File: src/rtl/matrix_add_sched_if.sv
// rtl/matrix_add_sched_if.sv - requester/result handshake bundle for the matrix adder scheduler
interface matrix_add_sched_if #(
    parameter int FLAT_W = 27
);
    logic              req0_valid;
    logic              req0_ready;
    logic [FLAT_W-1:0] req0_a;
    logic [FLAT_W-1:0] req0_b;
    logic              req1_valid;
    logic              req1_ready;
    logic [FLAT_W-1:0] req1_a;
    logic [FLAT_W-1:0] req1_b;
    logic              res_valid;
    logic              res_ready;
    logic [FLAT_W-1:0] res_data;
    logic              res_id;

    modport master (
        output req0_valid, req0_a, req0_b,
        input  req0_ready,
        output req1_valid, req1_a, req1_b,
        input  req1_ready,
        input  res_valid, res_data, res_id,
        output res_ready
    );

    modport slave (
        input  req0_valid, req0_a, req0_b,
        output req0_ready,
        input  req1_valid, req1_a, req1_b,
        output req1_ready,
        output res_valid, res_data, res_id,
        input  res_ready
    );
endinterface

File: src/rtl/matrix_add_sched.sv
// rtl/matrix_add_sched.sv - round-robin shared scheduler for a sequenced element-wise matrix adder
module matrix_add_sched #(
    parameter int ELEM_W   = 3,
    parameter int DIM      = 3,
    parameter int SATURATE = 0
) (
    input  logic                clk,
    input  logic                rst,
    matrix_add_sched_if.slave   bus,
    output logic                busy
);
    localparam int NELEM  = DIM * DIM;
    localparam int FLAT_W = NELEM * ELEM_W;
    localparam int IDX_W  = (NELEM > 1) ? $clog2(NELEM) : 1;
    localparam logic [IDX_W-1:0] LAST_IDX = IDX_W'(NELEM - 1);

    typedef enum logic [1:0] {IDLE, ADD, DONE} state_t;

    state_t             state;
    state_t             state_nxt;
    logic [FLAT_W-1:0]  op_a;
    logic [FLAT_W-1:0]  op_b;
    logic [FLAT_W-1:0]  acc;
    logic [FLAT_W-1:0]  acc_nxt;
    logic [IDX_W-1:0]   idx;
    logic               owner;
    logic               last;
    logic               grant0;
    logic               grant1;
    logic               accept0;
    logic               accept1;
    logic               last_elem;
    logic [ELEM_W-1:0]  el_a;
    logic [ELEM_W-1:0]  el_b;
    logic [ELEM_W-1:0]  el_sum;
    logic [ELEM_W:0]    raw_sum;
    int                 base;

    // Round-robin grant: a lone requester wins; on a tie the one not served last wins.
    always_comb begin
        grant0 = bus.req0_valid && (!bus.req1_valid || last);
        grant1 = bus.req1_valid && (!bus.req0_valid || !last);
    end

    assign bus.req0_ready = (state == IDLE) && !rst && grant0;
    assign bus.req1_ready = (state == IDLE) && !rst && grant1;
    assign accept0        = bus.req0_valid && bus.req0_ready;
    assign accept1        = bus.req1_valid && bus.req1_ready;
    assign bus.res_valid  = (state == DONE);
    assign busy           = (state != IDLE);
    assign last_elem      = (idx == LAST_IDX);

    // Single adder lane: add element idx and splice it into the running result.
    always_comb begin
        base    = int'(idx) * ELEM_W;
        el_a    = op_a[base +: ELEM_W];
        el_b    = op_b[base +: ELEM_W];
        raw_sum = {1'b0, el_a} + {1'b0, el_b};
        if ((SATURATE != 0) && raw_sum[ELEM_W]) begin
            el_sum = '1;
        end else begin
            el_sum = raw_sum[ELEM_W-1:0];
        end
        acc_nxt               = acc;
        acc_nxt[base +: ELEM_W] = el_sum;
    end

    // State register.
    always_ff @(posedge clk) begin
        if (rst) begin
            state <= IDLE;
        end else begin
            state <= state_nxt;
        end
    end

    // Next-state: accept -> sequence every element -> hold until the result is taken.
    always_comb begin
        state_nxt = state;
        case (state)
            IDLE:    if (accept0 || accept1) state_nxt = ADD;
            ADD:     if (last_elem)          state_nxt = DONE;
            DONE:    if (bus.res_ready)      state_nxt = IDLE;
            default:                         state_nxt = IDLE;
        endcase
    end

    // Operand capture, element sequencing and result publication.
    always_ff @(posedge clk) begin
        if (rst) begin
            op_a         <= '0;
            op_b         <= '0;
            acc          <= '0;
            idx          <= '0;
            owner        <= 1'b0;
            last         <= 1'b1;
            bus.res_data <= '0;
            bus.res_id   <= 1'b0;
        end else begin
            case (state)
                IDLE: begin
                    if (accept0) begin
                        op_a  <= bus.req0_a;
                        op_b  <= bus.req0_b;
                        owner <= 1'b0;
                        last  <= 1'b0;
                        idx   <= '0;
                        acc   <= '0;
                    end else if (accept1) begin
                        op_a  <= bus.req1_a;
                        op_b  <= bus.req1_b;
                        owner <= 1'b1;
                        last  <= 1'b1;
                        idx   <= '0;
                        acc   <= '0;
                    end
                end
                ADD: begin
                    acc <= acc_nxt;
                    if (last_elem) begin
                        idx          <= '0;
                        bus.res_data <= acc_nxt;
                        bus.res_id   <= owner;
                    end else begin
                        idx <= idx + IDX_W'(1);
                    end
                end
                default: ;
            endcase
        end
    end
endmodule

File: src/flat_wrapper.sv
// flat-port wrapper written by rule: the top's interface ports become plain ports
module matrix_add_sched_flat 
#(
    parameter int ELEM_W   = 3,
    parameter int DIM      = 3,
    parameter int SATURATE = 0
)
  (clk, rst, busy, bus_req0_valid, bus_req0_a, bus_req0_b, bus_req0_ready, bus_req1_valid, bus_req1_a, bus_req1_b, bus_req1_ready, bus_res_valid, bus_res_data, bus_res_id, bus_res_ready);
  matrix_add_sched_if #(.FLAT_W((27))) bus_i ();
  input  logic clk;
  input  logic rst;
  output logic busy;
  input wire logic [$bits(bus_i.req0_valid)-1:0] bus_req0_valid;
  input wire logic [$bits(bus_i.req0_a)-1:0] bus_req0_a;
  input wire logic [$bits(bus_i.req0_b)-1:0] bus_req0_b;
  output wire logic [$bits(bus_i.req0_ready)-1:0] bus_req0_ready;
  input wire logic [$bits(bus_i.req1_valid)-1:0] bus_req1_valid;
  input wire logic [$bits(bus_i.req1_a)-1:0] bus_req1_a;
  input wire logic [$bits(bus_i.req1_b)-1:0] bus_req1_b;
  output wire logic [$bits(bus_i.req1_ready)-1:0] bus_req1_ready;
  output wire logic [$bits(bus_i.res_valid)-1:0] bus_res_valid;
  output wire logic [$bits(bus_i.res_data)-1:0] bus_res_data;
  output wire logic [$bits(bus_i.res_id)-1:0] bus_res_id;
  input wire logic [$bits(bus_i.res_ready)-1:0] bus_res_ready;
  assign bus_i.req0_valid = bus_req0_valid;
  assign bus_i.req0_a = bus_req0_a;
  assign bus_i.req0_b = bus_req0_b;
  assign bus_req0_ready = bus_i.req0_ready;
  assign bus_i.req1_valid = bus_req1_valid;
  assign bus_i.req1_a = bus_req1_a;
  assign bus_i.req1_b = bus_req1_b;
  assign bus_req1_ready = bus_i.req1_ready;
  assign bus_res_valid = bus_i.res_valid;
  assign bus_res_data = bus_i.res_data;
  assign bus_res_id = bus_i.res_id;
  assign bus_i.res_ready = bus_res_ready;
  matrix_add_sched #(.ELEM_W(ELEM_W), .DIM(DIM), .SATURATE(SATURATE)) u_core (.clk(clk), .rst(rst), .bus(bus_i), .busy(busy));
endmodule
File: config.mk
export PLATFORM = sky130hd
export DESIGN_NAME = matrix_add_sched_flat
export DESIGN_NICKNAME = d
export VERILOG_FILES = /design/src/rtl/matrix_add_sched_if.sv /design/src/rtl/matrix_add_sched.sv /design/src/flat_wrapper.sv
export SDC_FILE = /design/constraint.sdc
export NUM_CORES = 1
export LEC_CHECK = 0
export CORE_ASPECT_RATIO = 1.4
export CORE_MARGIN = 8
export CORE_UTILIZATION = 44
export DETAILED_ROUTE_END_ITERATION = 8
export GPL_TIMING_DRIVEN = 0
export HOLD_SLACK_MARGIN = 0.1
export PLACE_DENSITY = 0.8
export SLEW_MARGIN = 20
export SYNTH_ARGS = -nofsm -noshare
export SYNTH_HDL_FRONTEND = slang
export SYNTH_SLANG_ARGS = --single-unit
File: constraint.sdc
create_clock -name clk -period 4.65 [get_ports clk]
set_clock_uncertainty 0.15 [all_clocks]
set_input_delay 0.93 -clock clk [delete_from_list [all_inputs] [get_ports clk]]
set_output_delay 0.93 -clock clk [all_outputs]
set_load 0.02 [all_outputs]
* After elaboration in Yosys (flattened, before gate mapping)
Cells that the tools add are included.
** Storage, ports and cells
- Output and inout port bits :: 32
- Bits in registers :: 117
** Operators by class
- Add/sub/neg operators :: 3
- Mux-type cells :: 18
- Shift operators :: 4
- Equal/unequal tests :: 7
- Reduce and logical (&&, ||, !) cells :: 22
- $mul :: 1
** Operator list (count)
- $mux W27 :: 6
- $shiftx A27 B32 Y3 :: 2
- $pmux W27 S2 :: 1
- $neg A32 Y33 :: 1
- $shift A3 B33 Y27 const A :: 1
- $shiftx A3 B33 Y27 :: 1
- $bwmux W27 :: 1
- $mux W4 :: 3
- $pmux W4 S2 :: 1
- $logic_and A1 B1 Y1 :: 7
- $mul A4 B2 Y6 const B :: 1
- $mux W2 :: 3
- $pmux W2 S3 :: 1
- $reduce_and A2 Y1 :: 3
- $reduce_bool A2 Y1 :: 3
- $add A4 B1 Y4 const B :: 1
- $eq A4 B4 Y1 const B :: 1
- $logic_not A1 Y1 :: 4
- $ne A2 B1 Y1 const B :: 2
- $add A3 B3 Y3 :: 1
- $logic_or A1 B1 Y1 :: 3
- $ne A3 B1 Y1 const B :: 1
- $reduce_and A3 Y1 :: 1
- $eq A2 B1 Y1 const B :: 1
- 4 further kinds :: 5

* Logic depth before layout (Yosys ltp)
- Depth in word-level cells :: 8
- Depth in mapped cells :: 14
- Gate-level depth less buffers :: 11

* Worst setup path after synthesis
No wires, ideal clock.
- Path type :: register to register
- Start point :: reg u_core.idx[0]
- End point :: reg u_core.acc[4]
- Data required time :: 4430 ps
- Path buffers :: 3
- Cell stages (with the launch flop) :: 15
- Setup slack :: 1299 ps
- Arrival time :: 3130 ps
- Cells stage by stage :: dfxtp_1 buf_6 buf_4 buf_2 mux4_2 mux2i_1 o21ai_0 ha_1 inv_1 fa_1 nor2_1 nand3_1 nor3_1 o21ai_0 a21oi_1
** On the way
- Cells in the longest elaborated chain, start to end :: 6
** RTL lines
- start: declaration :: RTL line matrix_add_sched.sv:25 : logic [IDX_W-1:0] idx;
- start signal: assignment :: RTL line matrix_add_sched.sv:125 : idx <= idx + IDX_W'(1);
- $mul A4 B2 Y6 * :: RTL line matrix_add_sched.sv:55 : base = int'(idx) * ELEM_W;
- $shiftx A27 B32 Y3, on equally long branches :: RTL line matrix_add_sched.sv:56, matrix_add_sched.sv:57
- $add A3 B3 Y3 :: RTL line matrix_add_sched.sv:58 : raw_sum = {1'b0, el_a} + {1'b0, el_b};
- $shiftx A3 B33 Y27 :: RTL line matrix_add_sched.sv:65 : acc_nxt[base +: ELEM_W] = el_sum;
- $bwmux W27 * :: RTL line matrix_add_sched.sv:65
- $pmux W27 S2 * :: RTL line matrix_add_sched.sv:100 : case (state)
- end signal: assignment :: RTL line matrix_add_sched.sv:119 : acc <= acc_nxt;
- end: declaration :: RTL line matrix_add_sched.sv:23 : logic [FLAT_W-1:0] acc;
Mark *: on every way between the ends. The rest lies on a longest branch, timed or not.
A chain may end at the register's enable or synchronous reset.

* Worst setup path after layout
- Start point :: in bus_req0_valid
- End point :: out bus_req0_ready
** On the way
- Cells in the longest elaborated chain, start to end :: 2
** RTL lines
- start: declaration :: RTL line flat_wrapper.sv:13 : input wire logic [$bits(bus_i.req0_valid)-1:0] bus_req0_valid;
- $logic_and A1 B1 Y1 :: RTL line matrix_add_sched.sv:41 : grant0 = bus.req0_valid && (!bus.req1_valid || last);
- $logic_and A1 B1 Y1 :: RTL line matrix_add_sched.sv:45 : assign bus.req0_ready = (state == IDLE) && !rst && grant0;
- end: declaration :: RTL line flat_wrapper.sv:16 : output wire logic [$bits(bus_i.req0_ready)-1:0] bus_req0_ready;
No other way between the ends.

==> flow_summary.toml <==
[final_layout]
syn2layout_area_growth_pct = 38.4
layout-drive-gt1-share_pct = 6.75
design_area_sq_mm = 0.00807
layout.nets = 1026
utilization_pct = 61.4
fill_cells = 1182

[placement]
io_buffers = 143
place_area_sq_mm = 0.00746
dp_slack_ps = 410
dp_hpwl_mm = 14.1
gp_congestion = 0.892

[cts]
root_buffer = "clkbuf_16"
cts_setup_buffers = 0
clock_latency_ps = 420
postCtsHoldBufs = 0
clockBufferDepth = 2
cts_tree = "done"
cts_max_level = 4
numCtsBuffers = 17
cts.sinks = 117
cts_resized = 0
clk_pin_slew_ps = 60

[floorplan]
rows = 50
top_level_ports = 145
start_util_pct = 44.4
die_y_um = 152
die_area_sq_mm = 0.0172
chipWidth_um = 113
core_area_sq_mm = 0.0131

[sta]
max_freq_mhz = 237
fin_ws_ps = 425
period_share_pct = 90.9
holdWs_ps = 298
slew_violations = 0
rsz0062_at_grt = "no"
period_minus_slack_ps = 4230
tightest_slew_ps = 672
finalSetupViolations = 0
fin_tns_setup_ps = 0
final-hold-violation-count = 0
slew_headroom_pct = 55.2

[pwr]
swShare_pct = 25.2
pwr-share-seq_pct = 38.4
power_density_mw_per_mm2 = 346
p_clk_share_pct = 48.2
ir_worst_vdd_uv = 203
p_switching_uw = 704
pwr-share-comb_pct = 13.5
p_int_mw = 2.09
leakage_nw = 2.80

[synth]
netlist_instances = 744
synth-edff-count = 0
synth_top_area_share_pct = 40.2
synth.mux.area_fraction_pct = 5.19
async_reset_ff_share_pct = 0
ys_ff_latch = 117
synth_flop_cell = "dfxtp_1"
synthSimpleGateAreaFrac_pct = 25.6
synth-xor-area-share_pct = 0.558
netlist_area_sq_mm = 0.00583
synth.distinct_cells = 58
synth_largest_area_cell = "dfxtp_1"
synth_top_family_by_area = "simple AND/OR/NAND/NOR gates"
synth_adder_area_share_pct = 1.63
synth-compound-area-share_pct = 21.4
syn_avg_cell_area_sq_um = 7.84
synth_nets = 864
yosys_warnings = 0
synth_top_cells_by_area = "dfxtp_1 40%, nand2_1 10%, a311oi_1 8.1%"
ys_seq_area_share_pct = 40.2

[job]
maxCapViolations = 0

[worst_setup_path]
worstPathArrival_ps = 3150
r2r_start = "u_core.idx[0]"
critPathMaxFanout = 10
critPathLaunchType = "input port"
path_cells = "clkdlybuf4s50_1 -> nand2_1 -> a211o_1 -> clkbuf_1 -> clkbuf_1 -> inv_1 -> clkdlybuf4s50_1"
crit_path_start = "bus_req0_valid"
path_delay_family = "buffers and inverters"
crit_buf_inv = 5
slowest_stage = "clkdlybuf4s50_1"
worst_ep_required_time_ps = 3570
endpoint_kind = "primary output"
slowest_delay_ps = 600
crit_type = "input port to primary output"

[grt]
grt_pass1_wl_mm = 30.4
grt_max_degree = 17
antenna_found_initial = 1
overflow = 0
grt_pass1_vias = 6182
grt_usage_pct = 21.9

[routing]
viasPerCell = 5.65
postRouteAntennaNets = 0
drtIter0Drc = 376
vias = 6078
routedWlPerCell_um = 17.6
firstDrtPassIters = 5
drc_errors = 0
routed_wl_mm = 18.9

[run_status]
status = "finished, final reports clean"

[min_path]
hold_start = "u_core.bus.res_data[14]"
worstHoldPathType = "flip-flop to flip-flop"
## power groups by stage
stage	registers [mW]	clock network, mW	logic (mW)
floorplan	1.08	0	0.204
global placement	1.09	0	0.364
detailed placement	1.09	0	0.368
CTS	1.07	1.35	0.373
global route	1.07	1.40	0.405
finish	1.07	1.35	0.376
## cells by family after synthesis
logic type | after synthesis
xor+xnor | 2
compound gates | 177
buf+inv | 77
fa+ha+maj | 7
simple gates | 345
flops | 117
mux | 19
## cell type report
class	instances	area [sq um]	area share, %
Sequential cell	117	2340	29.0
Antenna cell	1	2.50	0.0310
Clock inverter	12	154	1.91
Clock buffer	20	457	5.66
Buffer	66	277	3.43
Multi-Input combinational cell	550	3170	39.3
Tap cell	156	195	2.42
Timing Repair Buffer	143	1430	17.7
Inverter	11	41.3	0.512
## metrics by stage
stage	instances	power (mW)
final	1076	2.79
after global routing	1076	2.88
after CTS	1075	2.80
after detailed placement	1043	1.46
after global placement	1043	1.45
after floorplan	744	1.28
## worst paths after layout
check | endpoint | slack, ps | depth (start not counted)
worst max-delay path | bus_req0_ready | 420 | 7
worst min-delay path | u_core.bus.res_data[14] | 300 | 2
worst max register to register | u_core.acc[4] | 460 | 14
worst min register to register | u_core.bus.res_data[14] | 300 | 2
## cell usage after synthesis (3+ instances only)
cell type    n
nand2_1    162
dfxtp_1    117
nor2_1      96
a311oi_1    54
clkbuf_1    50
a21oi_1     45
nor3_1      42
o21ai_0     24
a21boi_0    13
nor2b_1     13
mux2i_1     10
inv_1        9
mux4_2       9
buf_2        8
nand3_1      8
ha_1         6
o31ai_1      6
a211oi_1     5
nand3b_1     5
a22oi_1      4
buf_1        4
a211o_1      3
a21o_1       3
buf_4        3
## metal layers
metal | vias up | global-route usage, % | share of wire [%]
met5 | - | 0 | 0
met1 | 2830 | 22.6 | 38
met3 | 47 | 6.03 | 6.2
met2 | 235 | 38.5 | 52
met4 | 0 | 13.2 | 4.1
li1 | 2966 | - | -
## state kept, by name, indices dropped and copies added, names as in the netlist
name,cells
u_core.acc,27
u_core.bus.res_data,27
u_core.op_a,27
u_core.op_b,27
u_core.idx,4
u_core.state,2
u_core.bus.res_id,1
u_core.last,1
u_core.owner,1
## placed cells by master, fill, tap and decap left out, drive strengths merged, types with 13 or more instances in the layout
master and instances:
a21boi 13, nor3 42, nor2 96, clkbuf 70, a311oi 54, dfxtp 117
o21ai 26, a21oi 46, buf 16, clkdlybuf4s50 143, nand2 162, nor2b 13
## worst register-to-register path, stage by stage (launching register included)
cell and delay (ps):
dfxtp_1 400, buf_6 200, buf_4 240, buf_2 370, mux4_2 590, mux2i_1 180
o21ai_0 120, ha_1 230, inv_1 60, fa_1 520, nor2_1 370, nand3_1 170
nor3_1 250, o21ai_0 130, a21oi_1 140
No activity file was read; power rests on OpenSTA's default activity.
